--- src/rtl/mea_pkg.sv ---
// Shared state encoding, default write-window timing and the window compare helper
// for the pixel SRAM write path.
package mea_pkg;

   typedef enum logic [2:0] {
      IDLE     = 3'd0,
      WAIT_PIX = 3'd1,
      PULSE    = 3'd2,
      NEXT     = 3'd3,
      DONE     = 3'd4
   } seq_state_t;

   localparam int unsigned DEF_WINDOW = 10;
   localparam int unsigned DEF_D1_ON  = 1;
   localparam int unsigned DEF_D1_OFF = 4;
   localparam int unsigned DEF_D2_ON  = 2;
   localparam int unsigned DEF_D2_OFF = 6;
   localparam int unsigned DEF_WE_ON  = 2;
   localparam int unsigned DEF_WE_OFF = 8;

   function automatic logic in_window(input int unsigned t, input int unsigned on,
                                      input int unsigned off);
      return (t >= on) && (t < off);
   endfunction

endpackage

--- src/rtl/pixel_pulse_gen.sv ---
// Per-pixel write window: tick counter plus registered WE/D1/D2 compares.
// Outputs lag tick by one clk so the pin waveform is glitch-free.
module pixel_pulse_gen
   import mea_pkg::*;
#(
   parameter int unsigned TICK_W = 4,
   parameter int unsigned WINDOW = DEF_WINDOW,
   parameter int unsigned D1_ON  = DEF_D1_ON,
   parameter int unsigned D1_OFF = DEF_D1_OFF,
   parameter int unsigned D2_ON  = DEF_D2_ON,
   parameter int unsigned D2_OFF = DEF_D2_OFF,
   parameter int unsigned WE_ON  = DEF_WE_ON,
   parameter int unsigned WE_OFF = DEF_WE_OFF
) (
   input  logic       clk,
   input  logic       rst_n,
   input  logic       clear,
   input  logic       run,
   input  logic       clk100_en,
   input  logic [1:0] pix_data,
   output logic       sram_we,
   output logic       sram_d1,
   output logic       sram_d2,
   output logic       last_tick
);

   logic [TICK_W-1:0] tick_q, tick_d;
   logic [1:0]        data_q, data_d;
   logic              we_q, we_d, d1_q, d1_d, d2_q, d2_d;

   always_ff @(posedge clk) begin
      if (!rst_n) begin
         tick_q <= '0;
         data_q <= '0;
         we_q   <= 1'b0;
         d1_q   <= 1'b0;
         d2_q   <= 1'b0;
      end else begin
         tick_q <= tick_d;
         data_q <= data_d;
         we_q   <= we_d;
         d1_q   <= d1_d;
         d2_q   <= d2_d;
      end
   end

   always_comb begin
      tick_d = tick_q;
      data_d = data_q;
      if (clear) begin
         tick_d = '0;
         data_d = pix_data;
      end else if (run && clk100_en) begin
         tick_d = tick_q + 1'b1;
      end
      we_d = run && in_window(32'(tick_q), WE_ON, WE_OFF);
      d1_d = run && data_q[0] && in_window(32'(tick_q), D1_ON, D1_OFF);
      d2_d = run && data_q[1] && in_window(32'(tick_q), D2_ON, D2_OFF);
   end

   assign last_tick = run && clk100_en && (tick_q == TICK_W'(WINDOW - 1));
   assign sram_we   = we_q;
   assign sram_d1   = d1_q;
   assign sram_d2   = d2_q;

endmodule

--- src/rtl/pixel_sram_write_sequencer.sv ---
// Frame-level pixel SRAM write scheduler: row/column scan, pixel handshake and
// one timed write window per pixel.
//   IDLE     | waiting for start, addresses held
//   WAIT_PIX | pix_ready high, waiting for pixel data
//   PULSE    | write window playing out
//   NEXT     | advance column/row, detect last pixel
//   DONE     | one-cycle done pulse
module pixel_sram_write_sequencer
   import mea_pkg::*;
#(
   parameter int unsigned ROW_W  = 6,
   parameter int unsigned COL_W  = 6,
   parameter int unsigned TICK_W = 4,
   parameter int unsigned WINDOW = DEF_WINDOW,
   parameter int unsigned D1_ON  = DEF_D1_ON,
   parameter int unsigned D1_OFF = DEF_D1_OFF,
   parameter int unsigned D2_ON  = DEF_D2_ON,
   parameter int unsigned D2_OFF = DEF_D2_OFF,
   parameter int unsigned WE_ON  = DEF_WE_ON,
   parameter int unsigned WE_OFF = DEF_WE_OFF
) (
   input  logic             clk,
   input  logic             rst_n,
   input  logic             clk100_en,
   input  logic             start,
   input  logic             abort,
   input  logic [ROW_W-1:0] num_rows,
   input  logic [COL_W-1:0] num_cols,
   input  logic             pix_valid,
   input  logic [1:0]       pix_data,
   output logic             pix_ready,
   output logic [ROW_W-1:0] row_addr,
   output logic [COL_W-1:0] col_addr,
   output logic             SRAM_WE,
   output logic             SRAM_D1,
   output logic             SRAM_D2,
   output logic             busy,
   output logic             done
);

   if (WINDOW < 1 || WINDOW > (1 << TICK_W) || D1_ON >= D1_OFF || D1_OFF > WINDOW ||
       D2_ON >= D2_OFF || D2_OFF > WINDOW || WE_ON >= WE_OFF || WE_OFF > WINDOW) begin : g_bad_timing
      $error("pixel_sram_write_sequencer: illegal write window timing");
   end

   seq_state_t       state_q, state_d;
   logic [ROW_W-1:0] row_q, row_d, nrows_q, nrows_d;
   logic [COL_W-1:0] col_q, col_d, ncols_q, ncols_d;
   logic             last_col, last_pix, hs, run, last_tick;

   always_ff @(posedge clk) begin
      if (!rst_n) begin
         state_q <= IDLE;
         row_q   <= '0;
         col_q   <= '0;
         nrows_q <= '0;
         ncols_q <= '0;
      end else begin
         state_q <= state_d;
         row_q   <= row_d;
         col_q   <= col_d;
         nrows_q <= nrows_d;
         ncols_q <= ncols_d;
      end
   end

   assign last_col = (col_q == ncols_q - COL_W'(1));
   assign last_pix = last_col && (row_q == nrows_q - ROW_W'(1));

   always_comb begin
      state_d = state_q;
      if (abort) begin
         state_d = IDLE;
      end else begin
         case (state_q)
            IDLE:     if (start) state_d = (num_rows == '0 || num_cols == '0) ? DONE : WAIT_PIX;
            WAIT_PIX: if (pix_valid) state_d = PULSE;
            PULSE:    if (last_tick) state_d = NEXT;
            NEXT:     state_d = last_pix ? DONE : WAIT_PIX;
            DONE:     state_d = IDLE;
            default:  state_d = IDLE;
         endcase
      end
   end

   always_comb begin
      row_d   = row_q;
      col_d   = col_q;
      nrows_d = nrows_q;
      ncols_d = ncols_q;
      if (abort) begin
         row_d = '0;
         col_d = '0;
      end else if (state_q == IDLE && start) begin
         nrows_d = num_rows;
         ncols_d = num_cols;
         row_d   = '0;
         col_d   = '0;
      end else if (state_q == NEXT && !last_pix) begin
         if (last_col) begin
            col_d = '0;
            row_d = row_q + 1'b1;
         end else begin
            col_d = col_q + 1'b1;
         end
      end
   end

   always_comb begin
      pix_ready = (state_q == WAIT_PIX);
      busy      = (state_q != IDLE);
      done      = (state_q == DONE);
      hs        = pix_ready && pix_valid && !abort;
      run       = (state_q == PULSE) && !abort;
   end

   assign row_addr = row_q;
   assign col_addr = col_q;

   pixel_pulse_gen #(
      .TICK_W (TICK_W),
      .WINDOW (WINDOW),
      .D1_ON  (D1_ON),
      .D1_OFF (D1_OFF),
      .D2_ON  (D2_ON),
      .D2_OFF (D2_OFF),
      .WE_ON  (WE_ON),
      .WE_OFF (WE_OFF)
   ) u_pulse (
      .clk       (clk),
      .rst_n     (rst_n),
      .clear     (hs),
      .run       (run),
      .clk100_en (clk100_en),
      .pix_data  (pix_data),
      .sram_we   (SRAM_WE),
      .sram_d1   (SRAM_D1),
      .sram_d2   (SRAM_D2),
      .last_tick (last_tick)
   );

endmodule

--- config.mk ---
export PLATFORM = sky130hd
export DESIGN_NAME = pixel_sram_write_sequencer
export DESIGN_NICKNAME = d
export VERILOG_FILES = /design/src/rtl/mea_pkg.sv /design/src/rtl/pixel_pulse_gen.sv /design/src/rtl/pixel_sram_write_sequencer.sv
export SDC_FILE = /design/constraint.sdc
export NUM_CORES = 1
export LEC_CHECK = 0
export CORE_UTILIZATION = 50
export CTS_BUF_LIST = sky130_fd_sc_hd__clkbuf_8 sky130_fd_sc_hd__clkbuf_16
export DETAILED_ROUTE_END_ITERATION = 10
export PLACE_DENSITY = 0.77
export RECOVER_POWER = 100
export SLEW_MARGIN = 20
export SYNTH_ARGS = -nofsm -noshare
export SYNTH_HDL_FRONTEND = slang
export SYNTH_HIERARCHICAL = 1
export SYNTH_SLANG_ARGS = --single-unit
export TNS_END_PERCENT = 30
--- constraint.sdc ---
create_clock -name clk -period 2.5 [get_ports clk]
set_input_delay 0.5 -clock clk [delete_from_list [all_inputs] [get_ports clk]]
set_output_delay 0.5 -clock clk [all_outputs]
set_load 0.005 [all_outputs]
# Word-level counts from Yosys, hierarchy flattened
# Cells that the tools add are included.
# totals
output_inout_bits,18
elab_cells,68
in_bits,20
regBits,36
# op_classes
bitwise,2
reduce_logical,29
addsub,5
n_mux,7
magnitude_cmp,5
eq_ne,10
# ops
op,count
logical AND 1 bit,16
2-to-1 mux 3 bit,5
"adder 6 x 1 -> 6 bit, second input constant",2
equality test 6 bit,2
zero test 6 bit,2
one-hot mux 3 bit (4 select lines),1
"subtractor 6 x 1 -> 6 bit, second input constant",2
"< comparator 4 x 3 -> 1 bit, second input constant",2
"equality test 3 x 2 -> 1 bit, second input constant",2
2-to-1 mux 6 bit,1
"!= test 2 bit, second input constant",3
"adder 4 x 1 -> 4 bit, second input constant",1
"equality test 4 bit, second input constant",1
">= comparator 4 x 1 -> 1 bit, second input constant",1
">= comparator 4 x 2 -> 1 bit, second input constant",1
"< comparator 4 bit, second input constant",1
AND reduction 2 bit,2
OR reduction 2 bit,2
"equality test 3 x 1 -> 1 bit, second input constant",1
"equality test 3 bit, second input constant",1
zero test 3 bit,1
AND reduction 3 bit,1
nonzero test 3 bit,1
OR reduction 3 bit,1
other kinds (3),5

# Logic depth before layout (Yosys ltp)
# logic_depth
word_depth,6
depth_mapped,9
mapped_depth_nobuf,9

# Modules after synthesis
# Netlist, hierarchy kept.
# by_module_without_submodules
mod,cells_per_inst,area_per_inst_um2,n_inst,seq_area_each_um2
pixel_sram_write_sequencer,195,1665.3,1,540.5
pixel_pulse_gen,43,399.1,1,180.2

# Worst setup path after synthesis
# Ideal clock, no wire load.
# synth_timing
kind,flip-flop to flip-flop
startpoint,reg nrows_q[0]
endpoint,"reg row_q[2], in the netlist row_addr[2]"
arrival_ns,2.148
required_ns,2.430
path_slack_ns,0.282
setup_time_ns,0.070
synth_period_minus_slack_ns,2.218
n_path_buf,1
stages_incl_launch_ff,10
path_cell_list,dfxtp_1 > inv_1 > ha_1 > and2_1 > a211o_1 > a32oi_1 > o211ai_2 > buf_6 > or4_1 > a21oi_1
# synth_between
elab_chain_len,6
# synth_lines
item,line_no,source
"start, declared",pixel_sram_write_sequencer.sv:47,"logic [ROW_W-1:0] row_q, row_d, nrows_q, nrows_d;"
"start signal, assigned",pixel_sram_write_sequencer.sv:62,nrows_q <= nrows_d;
subtractor 6 x 1 -> 6 bit,pixel_sram_write_sequencer.sv:68,assign last_pix = last_col && (row_q == nrows_q - ROW_W'(1));
equality test 6 bit,pixel_sram_write_sequencer.sv:68,
logical AND 1 bit,pixel_sram_write_sequencer.sv:68,
zero test 1 bit,pixel_sram_write_sequencer.sv:99,end else if (state_q == NEXT && !last_pix) begin
logical AND 1 bit,pixel_sram_write_sequencer.sv:99,
AND reduction 2 bit (no line),--,
"end signal, assigned",pixel_sram_write_sequencer.sv:60,row_q <= row_d;
"end, declared",pixel_sram_write_sequencer.sv:47,
# Every way passes these cells.
# A chain may end at the register's enable or synchronous reset.

# Final worst setup path
# layout_timing
startpoint,reg nrows_q[0]
endpoint,"reg row_q[4], in the netlist row_addr[4]"
# Same word-level chain as after synthesis.

==> run metrics <==
status=complete, no violations; antenna violations before repair=0; GP Congestion=0.805; Die Span Y=between 60 and 70 um; reg2reg end=row_addr[4]; GRT Total Usage=22.4%; critical path type=flip-flop to flip-flop; Mapped Nets=265; # diodes=0; IO Pins=38; synthesized flop and latch total=36; total wire length=roughly 4500 um; die area=approximately 4400 sq um; input/output buffers=37; cell depth of the worst hold path=2; RSZ-0062 raised after global routing=no; element type at the critical path end=flip-flop; DR vias/cell=5.50; maximum fanout along the worst path=12; VDD IR max=0.256 mV; hold path startpoint=u_pulse/data_q[1]; post-synthesis cell count=238; CTS root buf=clkbuf_8; first-pass GRT wire length=7420 um; largest family of logic cells by synthesized area=simple AND/OR/NAND/NOR gates; clock slew at reported path FFs=0.07 ns; hold bufs inserted after CTS=0; First DRT Iteration DRCs=73; Vias=approximately 1800; Die W=between 60 and 70 um; YS warnings=6; final-report hold violation count=0; CP Cell Sequence=inv_1 -> ha_1 -> and2_1 -> a211o_1 -> a32oi_2 -> o211ai_4 -> or4_1 -> a21oi_1; Post-CTS Setup Bufs=0; arrival time worst endpoint=between 2 and 3 ns; Peak Freq=approximately 440 MHz; Mapped Avg Cell Area=between 8 and 9 sq um; CP bufs+invs=1; number of buffers created by CTS=5; simple logic cell fraction of the synthesized area=a little over a quarter; P per Cell Area=between 400 and 500 nW/um^2; DRC=0; Worst Hold Class=flip-flop to flip-flop; reg2reg setup slack=between 0.2 and 0.25 ns; largest net degree at the start of global routing=17; post-layout min period=2.30 ns; Async SR Flop Fraction=0%; Final WS setup=0.205 ns; period utilisation layout=91.8%; CTS tree=yes; xor/xnor share of the synthesized area=under 10%; worst slack at placement=between 0.07 and 0.08 ns; CP delay by family, top=compound AO/OA/AOI/OAI gates; Slew Limit Headroom=38.4%; nets@finish=between 300 and 400; Post-Syn Area=2060 sq um; total grt overflow=0; Critical R2R Launch=nrows_q[0]; Clock Latency Late Sink=between 0.2 and 0.3 ns; hpwl dp=between 3000 and 4000 um; # rows=22; Yosys cell types=47; vias in the first global route=approximately 1700; final setup TNS=0 ns; Max clock buf depth=2; Post-synth EDFFs=0; router iterations before antenna repair=5; max-slew violations=0; Primary FF master, synth=dfxtp_1; average wire per standard cell=around 14 um; max incr delay on CP=between 0.4 and 0.5 ns; overall power=around 1200 uW; Synth Area in Compound Gates=about 16%; Seq. cell area=roughly 720 sq um; Core ar.=3800 sq um; share of cells above drive strength 1=about 6.4%; htree depth=2; CP max stage cell=or4_1; Final ANT Viol Nets=0; multi-input gate area in the final layout=approximately 1300 sq um; Leakage=between 0.001 and 0.0015 uW; Clock Sinks=36; Worst Setup SP=nrows_q[0]; MaxCap Viol Count=0; mux cell area share after synthesis=approximately 7.3%; Worst Max-Slew Pin Slew=0.924 ns; worst r2r path cells=8; Fill cells=around 350; Initial Util=54.3%; CP Launch Type=flip-flop; Layout area overhead=25.6%; end of the worst hold path=u_pulse/sram_d2; Required @ worst endpoint=about 2.7 ns; skew final=about 0.006 ns; Adder-Cell Fraction of Synth Area=under 10%; setup violators final=0; register area share after synthesis=about a third
==> power by group <==
group	switching (uW)	internal (uW)
clock	204	216
combinational	82.1	88.3
sequential	14.5	585
total	300	890
==> cell families after synthesis <==
group	Yosys count
AND/OR/NAND/NOR	98
AO/OA/AOI/OAI	47
flip-flops	36
buffers and inverters	18
XOR/XNOR	17
multiplexers	15
adder cells (fa/ha/maj)	7
==> registers in the layout, summed over array words and instances, names as in the netlist <==
register,count
col_addr,6
ncols_q,6
nrows_q,6
row_addr,6
u_pulse/tick_q,4
state_q,3
u_pulse/data_q,2
u_pulse/sram_d1,1
u_pulse/sram_d2,1
u_pulse/sram_we,1
==> metal layers <==
metal	up-vias	GRT usage, %	wire, um
met2	33	37.0	1990
li1	953	-	-
met5	-	0	0
met4	0	9.57	81
met3	7	3.62	160
met1	823	28.7	2260
==> cells in the mapped netlist (2+ instances only) <==
master / instances / area [sq um]
clkbuf_1: 6 / 22.5
o21ai_0: 4 / 20.0
and3_1: 3 / 18.8
o31ai_1: 4 / 30.0
nand4_1: 5 / 31.3
a211oi_1: 2 / 15.0
a21oi_1: 15 / 75.1
nand3_1: 6 / 30.0
inv_1: 9 / 33.8
or4_1: 4 / 30.0
o21a_1: 2 / 15.0
xor2_1: 11 / 96.3
ha_1: 7 / 87.6
nor4_1: 3 / 18.8
nor2b_1: 17 / 106
or2_2: 2 / 12.5
o21ai_1: 5 / 25.0
mux2i_1: 14 / 140
dfxtp_1: 36 / 721
nand2b_1: 4 / 25.0
nand3b_1: 2 / 15.0
nor4b_1: 3 / 26.3
nor3_1: 11 / 55.1
or3_1: 5 / 31.3
o2111a_1: 2 / 22.5
o22ai_1: 2 / 12.5
o31a_1: 2 / 17.5
nor2_1: 16 / 60.1
xnor2_1: 6 / 52.6
nand2_1: 11 / 41.3
a32o_1: 3 / 30.0
==> layout by cell type (no fill, tap or decap), types with 2 or more instances in the layout <==
master / instances
o22ai_1: 2
nor2b_1: 17
nor4b_1: 3
or4_1: 4
o31a_1: 2
mux2i_1: 14
a21oi_1: 15
clkbuf_1: 4
dlygate4sd3_1: 19
nor2_1: 16
dfxtp_1: 35
a211oi_1: 2
nand2b_1: 4
clkdlybuf4s50_1: 18
and3_1: 3
xnor2_1: 6
or3_1: 5
nor4_1: 4
or2_2: 2
buf_4: 3
xor2_1: 11
nand4_1: 5
a32o_1: 3
nor3_1: 11
o2111a_1: 2
nand2_1: 11
o31ai_1: 4
clkbuf_8: 6
o21a_1: 2
ha_1: 7
o21ai_0: 4
nand3b_1: 2
nand3_1: 6
o21ai_1: 5
inv_1: 11
==> how the worst max path moves through the flow <==
stage                        to  slack [ns]  depth (start not counted)
floorplan           row_addr[2]        0.28                          9
global placement    row_addr[4]        0.16                          8
detailed placement  row_addr[4]        0.08                          8
CTS                 row_addr[4]        0.05                          8
global route        row_addr[4]        0.06                          8
finish              row_addr[4]        0.20                          8
==> worst min-delay path, delay by kind of cell, from the launching register on <==
family	cells	cell delay [ns]
DFF	1	0.31
and+or+nand+nor	2	0.08
==> layout make-up <==
| cell class | instances | share of cell area, % |
|---|---|---|
| multi-input cells | 184 | 49.1 |
| flip-flops and latches | 36 | 27.8 |
| repair buffers | 45 | 15.9 |
| clock buffers | 6 | 3.19 |
| well taps | 48 | 2.32 |
| inverters | 9 | 1.30 |
| clock inverters | 2 | 0.290 |
==> per-stage QoR <==
stage          util [%]  cells  hold WS, ns  cell area (sq um)
3_3_place_gp       66.0    322        0.424               2510
3_5_place_dp       66.0    322        0.421               2510
5_1_grt            68.2    330        0.489               2590
2_1_floorplan         -    238        0.409               2060
4_1_cts            68.4    330        0.436               2600
6_report           68.2    330        0.434               2590
==> repair_timing <==
action,4_1_cts,5_1_grt
hold endpoints to repair,0,0
setup endpoints to repair,0,3
gates resized for setup,0,3
(Power assumes the default switching activity.)
